## config.mk

```make
export PLATFORM = sky130hd
export DESIGN_NAME = input_control
export DESIGN_NICKNAME = d
export VERILOG_FILES = /design/src/rtl/input_control.sv
export SDC_FILE = /design/constraint.sdc
export NUM_CORES = 1
export LEC_CHECK = 0
export CORE_AREA = 2 2 90 92
export CTS_CLUSTER_SIZE = 40
export DETAILED_ROUTE_END_ITERATION = 8
export DIE_AREA = 0 0 92 94
export DONT_BUFFER_PORTS = 1
export PLACE_DENSITY = 0.54
export SLEW_MARGIN = 20
export SYNTH_ARGS = -nofsm -noshare
export SYNTH_HDL_FRONTEND = slang
export SYNTH_SLANG_ARGS = --single-unit
```

## constraint.sdc

```tcl
create_clock -name clk -period 2.1 [get_ports clk]
set_input_delay 0.315 -clock clk [delete_from_list [all_inputs] [get_ports clk]]
set_output_delay 0.315 -clock clk [all_outputs]
set_load 0.05 [all_outputs]
```

## src/rtl/input_control.sv

```systemverilog
// Board input conditioning for the door controller: sync, debounce,
// edge detect and request acceptance for the two keys and panic switch.
module input_control #(
  parameter int DEBOUNCE_CYCLES = 50000,
  parameter int CNT_W           = 16
) (
  input  logic       clk,
  input  logic       rst_n,
  input  logic [1:0] key_n,
  input  logic       sw_panic,
  input  logic       busy,
  output logic       open_req,
  output logic       door_sel,
  output logic       panic_on,
  output logic       panic_rise,
  output logic       panic_fall,
  output logic [1:0] key_state,
  output logic [7:0] req_count
);

  localparam logic [CNT_W-1:0] LAST =
    CNT_W'(DEBOUNCE_CYCLES - 1);

  logic [2:0]       s1;
  logic [2:0]       s2;
  logic [2:0]       din;
  logic [2:0]       lvl;
  logic [2:0]       lvl_q;
  logic [CNT_W-1:0] cnt [3];
  logic [1:0]       press;
  logic             accept;
  logic             door_nxt;

  // bit2 = panic, bits1:0 = keys; flops hold the raw idle levels
  always_ff @(posedge clk or negedge rst_n) begin
    if (!rst_n) begin
      s1 <= 3'b011;
      s2 <= 3'b011;
    end else begin
      s1 <= {sw_panic, key_n};
      s2 <= s1;
    end
  end

  assign din = {s2[2], ~s2[1:0]};

  always_ff @(posedge clk or negedge rst_n) begin
    if (!rst_n) begin
      lvl <= '0;
      for (int i = 0; i < 3; i++)
        cnt[i] <= '0;
    end else begin
      for (int i = 0; i < 3; i++) begin
        if (din[i] == lvl[i]) begin
          cnt[i] <= '0;
        end else if (cnt[i] == LAST) begin
          lvl[i] <= din[i];
          cnt[i] <= '0;
        end else begin
          cnt[i] <= cnt[i] + CNT_W'(1);
        end
      end
    end
  end

  assign press  = lvl[1:0] & ~lvl_q[1:0];
  assign accept = (|press) & ~busy & ~lvl[2];

  // key 0 wins a simultaneous press
  always_comb begin
    door_nxt = door_sel;
    priority case (1'b1)
      press[0]: door_nxt = 1'b0;
      press[1]: door_nxt = 1'b1;
      default:  door_nxt = door_sel;
    endcase
  end

  always_ff @(posedge clk or negedge rst_n) begin
    if (!rst_n) begin
      lvl_q      <= '0;
      open_req   <= 1'b0;
      door_sel   <= 1'b0;
      req_count  <= '0;
      panic_rise <= 1'b0;
      panic_fall <= 1'b0;
    end else begin
      lvl_q      <= lvl;
      open_req   <= accept;
      panic_rise <= lvl[2] & ~lvl_q[2];
      panic_fall <= ~lvl[2] & lvl_q[2];
      if (accept) begin
        door_sel  <= door_nxt;
        req_count <= req_count + 8'd1;
      end
    end
  end

  assign key_state = lvl[1:0];
  assign panic_on  = lvl[2];

endmodule

```

==> results of run 1 <==
==> state kept, by name (all words and copies together), names as in the netlist <==
name	count
s2	3
open_req	1
lvl	3
panic_fall	1
req_count	8
door_sel	1
s1	3
lvl_q	3
panic_rise	1
cnt	48
==> what timing repair did <==
item,4_1_cts,5_1_grt
hold buffers,5,0
gates resized for setup,0,0
endpoints found under the hold margin,75,0
==> critical path, delay by kind of cell, from the launching register on <==
kind / cells / cell delay [ns]
and+or+nand+nor: 3 / 0.56
AOI/OAI and AO/OA: 1 / 0.50
DFF: 1 / 0.41
buffers and inverters: 1 / 0.24
==> power by group through the flow <==
stage / clock (mW) / sequential [mW] / combinational, mW
final: 1.11 / 1.43 / 0.0903
after global routing: 1.23 / 1.43 / 0.108
after CTS: 1.15 / 1.43 / 0.0948
after detailed placement: 0 / 1.45 / 0.0536
after global placement: 0 / 1.45 / 0.0534
after floorplan: 0 / 1.45 / 0.0433
==> worst paths after layout <==
| path | from | endpoint | slack, ns | depth (start not counted) |
|---|---|---|---|---|
| hold / removal | busy | door_sel | 0.17 | 2 |
| hold reg to reg | s1[2] | s2[2] | 0.36 | 0 |
| setup reg to reg | cnt[44] | cnt[40] | 0.28 | 5 |
| max in group asynchronous | rst_n | s2[1] | 1.20 | 2 |
| min in group asynchronous | rst_n | cnt[5] | 0.56 | 2 |
| setup / recovery | cnt[44] | cnt[40] | 0.28 | 5 |
==> synthesized netlist by cell type (3+ instances only) <==
master / instances
sky130_fd_sc_hd__ha_1: 4
sky130_fd_sc_hd__nor4_1: 14
sky130_fd_sc_hd__xor2_1: 7
sky130_fd_sc_hd__nand4_1: 18
sky130_fd_sc_hd__nand2_1: 14
sky130_fd_sc_hd__xnor2_1: 44
sky130_fd_sc_hd__nor2b_1: 4
sky130_fd_sc_hd__nand3_1: 17
sky130_fd_sc_hd__dfrtp_1: 68
sky130_fd_sc_hd__nor3_1: 11
sky130_fd_sc_hd__and3_1: 4
sky130_fd_sc_hd__dfstp_2: 4
sky130_fd_sc_hd__nor2_1: 59
sky130_fd_sc_hd__a21oi_1: 3
sky130_fd_sc_hd__inv_1: 12
==> area by class of cell <==
cell class | count | area (µm²)
Clock buffer | 10 | 138
Clock inverter | 6 | 68.8
Fill cell | 725 | 3890
Inverter | 12 | 45.0
Multi-Input combinational cell | 214 | 1360
Sequential cell | 72 | 1810
Tap cell | 102 | 128
Timing Repair Buffer | 19 | 173
==> routing by layer <==
metal,GRT usage (%),vias to the layer above
met3,6.26,6
met1,20.7,1024
li1,-,1086
met4,4.85,0
met5,0,-
met2,23.0,31
==> per-stage QoR <==
step	cells	worst slack, ns
finish	435	0.283
CTS	435	0.280
global route	435	0.135
global placement	414	0.341
detailed placement	414	0.291
floorplan	302	0.359
==> logic make-up after synthesis <==
kind of cell	after synthesis
adder cells (fa/ha/maj)	4
AO/OA/AOI/OAI	7
flip-flops	72
AND/OR/NAND/NOR	148
XOR/XNOR	51
buffers and inverters	16
multiplexers	4
==> run summary, run 1 <==
The netlist uses 28 different library cells. Net switching is 22.8% of the power. The maximum cell stage delay along the critical path is 0.50 ns. Proportion of netlist area held by the largest area contributor: 52.6%. The startpoint type of the worst setup path was a flip-flop.

The height of the die is 94 µm. The most used flip-flop cell after synthesis was sky130_fd_sc_hd__dfrtp_1. In the routed layout, each cell is associated on average with a via count of 4.94. After synthesis, flip-flops and latches occupy 55.8% of the total area.

The critical path goes through nor4_1 > nand3b_1 > o41ai_4 > buf_4 > nor2_1. The highest metal layer carrying signal wires in the routed design is met4. The clock network fraction of total power was 42.3%; the area share of fa/ha/maj cells after synthesis was 1.55%. The logs give 3.79 mm for the half-perimeter wire length after placement and 0.351 mV for the maximum VDD drop. The per-instance average area after synthesis came out at 10.7 µm². In this run the cell area measured after placement is 3440 µm². The run gives 10.4 mm as the first-pass GRT wire length. The number of nets with antenna violations after detailed routing was 0; the total wire length was 5.76 mm. The count of final hold-check violations came out at 0. Leaving out fill and tap cells, the most frequent cell in the layout is sky130_fd_sc_hd__dfrtp_1. The number of standard-cell rows in the floorplan is 32. TritonCTS built the clock tree. The tools report the maximum clock frequency as 550 MHz. The run gives 312 as the post-synth net total. After detailed routing, the number of remaining DRC violations is 0.

The width of the die came out at 92 µm. The final layout net count was 338; the maximum clock path buffer count was 2. For the final count of pins violating max slew, the log shows 0. The die covers 8650 µm².

The mux contribution to synthesized area is 1.31%. Setup repair after global routing left no endpoint under its margin. Compared with the post-synthesis result, the final layout area differs by 14.7%. In the layout the commonest cells are 68 x sky130_fd_sc_hd__dfrtp_1, 59 x sky130_fd_sc_hd__nor2_1, 44 x sky130_fd_sc_hd__xnor2_1, 18 x sky130_fd_sc_hd__nand4_1, 17 x sky130_fd_sc_hd__nand3_1. Area share of xor/xnor cells in the synthesized design: 13.8%. The initial antenna violation count came out at 0. The async set or reset register ratio after synthesis was 100%; the shortest period the worst path allows was 1.82 ns. Of the cells placed in the final design, the portion with a size suffix greater than 1 is 12.3%.

The tools report the total standard cell area after synthesis as 3240 µm². The areal power density over the cells is 707 nW/µm², and the worst hold slack after final layout is 0.172 ns. After synthesis, the cell types taking the most area are sky130_fd_sc_hd__dfrtp_1 53%, sky130_fd_sc_hd__xnor2_1 12%, sky130_fd_sc_hd__nor2_1 6.8%.

In the final routed layout, each cell accounts on average for 13.2 µm. At the worst endpoint, the required time is 2.34 ns. Counting the buffers created by CTS gives 9. For the final routed database, the setup TNS stands at 0 ns. Final estimated routing congestion in global placement: 0.784.

The first routing iteration left 82 violations. The boundary pin count was 21; the detailed-routed wire length on met3 was 255 µm. Along the worst path, the maximum fanout reaches 8.

Number of global-route vias before repair: 2141. The leakage power total is 1.55 nW, and the worst slew margin relative to its limit is 56.6%. Cell with the largest stage delay on the worst path: sky130_fd_sc_hd__o41ai_4. For this design, the sink count on the clock tree is 72. The H-tree was split into 3 levels. Power comes to 2.63 mW. After global routing the overflow that remains totals 0.

The combinational family with the most area after synthesis is simple AND/OR/NAND/NOR gates. For this run, the detailed router's first-pass iteration total came to 5. The synthesized design contains 0 enable-type register cells. Data on the critical path arrives at its endpoint at 2.06 ns. Summed over all nets, wire length on met2 after detailed routing comes to 2.61 mm. The count of state elements after synthesis works out to 72. The tool flagged a number of max-cap violations equal to 0. For this configuration, the core starts out at a cell density of 42.6%. The detailed router placed 2147 vias in this run. Dividing the final minimum period by the clock period gives 86.5%.

In this run the tool buffered the top-level ports with 0 buffer cells. The root buffer cell chosen for the clock tree is sky130_fd_sc_hd__clkbuf_8. The clock-pin slew reported for the worst setup and hold paths after clock tree synthesis was 0.08 ns. The finished cells cover 3710 µm². The number of inserted diodes is 0.

The final count of negative-setup-slack endpoints was 0. Registers are responsible for 54.3% of the overall power. The area share of and/or/nand/nor cells after synthesis is 22.5%. For this block, wires on met1 add up to 2.83 mm. The combinational fraction of design power is 3.4%, and the compound-gate portion of the synthesized area is 2.67%. The flow ran to the end, and the final reports show no timing, DRC or antenna violations. Entering global routing, the biggest net connects 73 pins. The transition time at the pin with the least slew margin works out to 0.651 ns. For the number of warning messages in the yosys log, the log shows 0. Across every metal layer, demand over resource in global routing totals 15.5%. By startpoint and endpoint, the worst setup path is classified as reg -> reg. The synthesized design spends more area on one cell type than any other, namely sky130_fd_sc_hd__dfrtp_1.

Across the routed clock network, the largest skew measured is 0.00744 ns. Summed over all nets, the switching power comes to 0.598 mW. The path class of the lowest-slack min-delay path is in -> reg. The worst setup path is captured at a flip-flop. The fraction of the core area covered by cells at the end of the flow is 48.8%, and the synthesized netlist cell count is 302. The logs give 7610 µm² for the core outline area and 2.03 mW for the internal power component. Post-CTS timing repair inserted 0 buffers for setup. For the later-pin clock latency in the skew report, the log shows 0.35 ns.
No activity file was read; power rests on OpenSTA's default activity.
==> run 2, diff against run 1 <==
--- a/config.mk
+++ b/config.mk
@@ -6,7 +6,7 @@
 export NUM_CORES = 1
 export LEC_CHECK = 0
 export CORE_AREA = 2 2 90 92
-export CTS_CLUSTER_SIZE = 40
+export CTS_CLUSTER_SIZE = 30
 export DETAILED_ROUTE_END_ITERATION = 8
 export DIE_AREA = 0 0 92 94
 export DONT_BUFFER_PORTS = 1
==> results of run 2 <==
Same layout as run 1: the final DEF is identical, and so are final timing and power.
==> run 3, diff against run 2 <==
--- a/config.mk
+++ b/config.mk
@@ -5,12 +5,13 @@
 export SDC_FILE = /design/constraint.sdc
 export NUM_CORES = 1
 export LEC_CHECK = 0
-export CORE_AREA = 2 2 90 92
+export CORE_AREA = 5 5 110 112
 export CTS_CLUSTER_SIZE = 30
 export DETAILED_ROUTE_END_ITERATION = 8
-export DIE_AREA = 0 0 92 94
+export DIE_AREA = 0 0 115 117
 export DONT_BUFFER_PORTS = 1
-export PLACE_DENSITY = 0.54
+export PLACE_DENSITY = 0.4
+export REMOVE_ABC_BUFFERS = 1
 export SLEW_MARGIN = 20
 export SYNTH_ARGS = -nofsm -noshare
 export SYNTH_HDL_FRONTEND = slang
==> run 3 against run 2 <==
  * Count of clock-buffer cells in the layout is 3 higher
  * Sequential power hardly changed
  * Combinational power fell by 1%
  * Clock power rose by 50%
  * Cell area is 4.6% higher
  * Via count grew 0.88%
  * Register-to-register slack worse by 0.03 ns
  * Sequential share of layout area down 2.1 points
  * Critical path depth is the same
  * Utilization is 14 points lower
  * Hold slack improved by 0.0045 ns
  * Final cell count rose by 9.4%
  * Critical endpoint is now cnt[43]
==> run summary, run 3 (synthesized netlist as in run 1, its figures left out) <==
The run finished with clean final reports. The areal power density over the cells is 820 nW/µm² (+16%), and the cell count of the worst reg-to-reg path is 5 (unchanged). The number of buffers inserted by port buffering works out to 0 (unchanged).

Setup repair after global routing left no endpoint under its margin. For the power consumption, the log shows 3.18 mW (+21%). STA classifies the critical path endpoint as a flip-flop. The run gives 476 (+9.4%) as the count of non-filler cells in the finished layout. Ranked by flip-flop count, first place goes to cnt. For the maximum clock frequency, the log shows 540 MHz (-1.9%). Setup total negative slack: 0 ns (unchanged).

The maximum cell stage delay along the critical path was 0.51 ns (about the same). The critical path goes through nor4_1 > nand3b_1 > o41ai_4 > buf_4 > nor2_1. The proportion of layout cells with a drive suffix above 1 came out at 11.7% (-0.60 points). The logs give 0 (unchanged) for the number of inserted diodes and 2212 (+3.3%) for the number of global-route vias before repair. The startpoint of the lowest-slack hold path is busy.

Capturing point of the worst reg2reg path: cnt[43]. Fraction of the core area covered by cells at the end of the flow: 34.9% (-14 points). The run gives 0 (unchanged) as the DRC violation count after routing.

The number of detailed-routing iterations run before antenna repair was 4 (-1); the number of standard-cell rows in the floorplan was 39 (+22%). The logs give 9 (unchanged) for the TritonCTS buffer count and 2.32 ns (-0.02 ns) for the required time at the worst-slack endpoint. The number of DRC markers after the initial detailed-route iteration came out at 78 (-4.9%). The maximum VDD drop is 0.384 mV (+9.5%), and the final count of negative-setup-slack endpoints is 0 (unchanged). The largest registers in the layout are cnt: 48 flops, req_count: 8 flops. Cell chosen for the clock root: sky130_fd_sc_hd__clkbuf_16. Total vias in the final route: 2166 (+0.88%). The path class of the lowest-slack min-delay path was in -> reg.

The later-pin clock latency in the skew report was 0.33 ns (-0.02 ns); the worst-case register-to-register setup slack was 0.25 ns (-0.03 ns). The tools report the worst hold slack after final layout as 0.177 ns (+0.00452 ns). TritonCTS built the clock tree. Final clock skew: 0.00432 ns (-0.00312 ns).

Leaving out fill and tap cells, the most frequent cells in the layout are 68 x sky130_fd_sc_hd__dfrtp_1, 59 x sky130_fd_sc_hd__nor2_1, 44 x sky130_fd_sc_hd__xnor2_1, 18 x sky130_fd_sc_hd__nand4_1, 17 x sky130_fd_sc_hd__nand3_1. The tools report the initial core utilization as 29.1% (-13 points). The cell class contributing the biggest share of worst-path delay is simple AND/OR/NAND/NOR gates. Overflow left after global routing: 0 (unchanged). The area enclosed by the die boundary is 13500 µm² (+56%). The run gives 455 (+9.9%) as the number of cells in the design after placement. The logs give 6.33 mm (+10%) for the total wire length and 4.14 mm (+9.1%) for the half-perimeter wire length after placement. Max capacitance violation total: 0 (unchanged). The count of final hold-check violations is 0 (unchanged), and the endpoint arrival time on the critical path is 2.07 ns (about the same). Leakage power total: 1.61 nW (+3.8%). The clock-pin slew reported for the worst setup and hold paths after clock tree synthesis works out to 0.06 ns (-0.02 ns).

The CTS H-tree depth was 3 (unchanged); the synthesis-to-layout area growth was 19.9%. The maximum fanout along the worst path was 11 (+3). The critical path in this run is classified as reg -> reg.

The number of nets with antenna violations after detailed routing was 0 (unchanged). The startpoint of the lowest-slack register-to-register path is cnt[44]. The height of the die is 117 µm (+24%). The number of stages on the worst hold path was 2 (unchanged).

The setup slack after placement is 0.258 ns (-0.0332 ns), and the share of the cycle needed by the critical path after routing is 88.2% (+1.6 points). For the worst slew margin relative to its limit, the log shows 64.8% (+8.2 points). The design area was 3880 µm² (+4.6%); the combined buffer and inverter count along the critical path was 1 (unchanged). The startpoint type of the worst setup path was a flip-flop. The run gives 0.248 ns (-0.0345 ns) as the slack of the critical path. The run gives 338 (unchanged) as the final layout net count. The final estimated routing congestion in global placement is 0.783 (-0.10%), and the count of clock tree sinks is 72 (unchanged). Final count of pins violating max slew: 0 (unchanged).

The number of flip-flops under the largest register name was 48 (unchanged); the register area was 1810 µm² (unchanged). The library cell used most frequently in the layout, excluding fill and tap cells, is sky130_fd_sc_hd__dfrtp_1. The average vias per placed instance was 4.55 (-7.8%); the core outline area was 11100 µm² (+46%). The number of fill cells is 1137 (+57%), and the width of the die is 115 µm (+25%).

The shortest period the worst path allows is 1.85 ns (+0.0345 ns), and the routed wire length per instance is 13.3 µm (+0.51%). The initial antenna violation count was 0 (unchanged). Cell with the largest stage delay on the worst path: sky130_fd_sc_hd__o41ai_4. The transition time at the pin with the least slew margin is 0.528 ns (-0.123 ns), and the maximum clock path buffer count is 2 (unchanged).

The tools report the first-pass GRT wire length as 10.9 mm (+4.2%). The tools report the post-placement cell area as 3490 µm² (+1.5%). The area used by multi-input combinational logic is 1360 µm² (unchanged).

Hold path endpoint: door_sel. The run gives 21 (unchanged) as the boundary pin count. The maximum number of pins on one net before global-route repair is 73 (unchanged), and the combined global-route utilization of all metal layers is 10.5% (-5.0 points).
-- run 3: routing by layer --
metal / global-route usage [%] / wire (µm) / vias up
met5: 0 / 0 / -
met1: 13.3 / 3110 / 1036
li1: - / - / 1091
met4: 6.89 / 197 / 0
met3: 3.14 / 205 / 13
met2: 15.6 / 2820 / 26
-- run 3: where the power goes --
group	internal, mW	total (mW)	switching [mW]
Sequential	1.41	1.43	0.0175
Clock	1.10	1.67	0.562
Combinational	0.0324	0.0892	0.0569
-- run 3: repair_timing --
item                                   4_1_cts  5_1_grt
hold buffers                                 5        0
buffers inserted                             0        0
endpoints found under the hold margin       75        0
resized for setup                            0        0
-- run 3: cell type report --
class	count	area share (%)
Inverter	12	1.16
Clock inverter	3	1.68
Multi-Input combinational cell	214	34.9
Tap cell	143	4.61
Timing Repair Buffer	19	4.45
Clock buffer	13	6.70
Sequential cell	72	46.5
-- run 3: how the worst max path moves through the flow --
stage                  from       to  slack (ns)  cells past startpoint
floorplan           cnt[26]  cnt[18]        0.37                      3
global placement    cnt[44]  cnt[46]        0.31                      5
detailed placement  cnt[44]  cnt[46]        0.26                      5
CTS                 cnt[44]  cnt[46]        0.25                      5
global route        cnt[44]  cnt[42]        0.14                      5
finish              cnt[44]  cnt[43]        0.25                      5
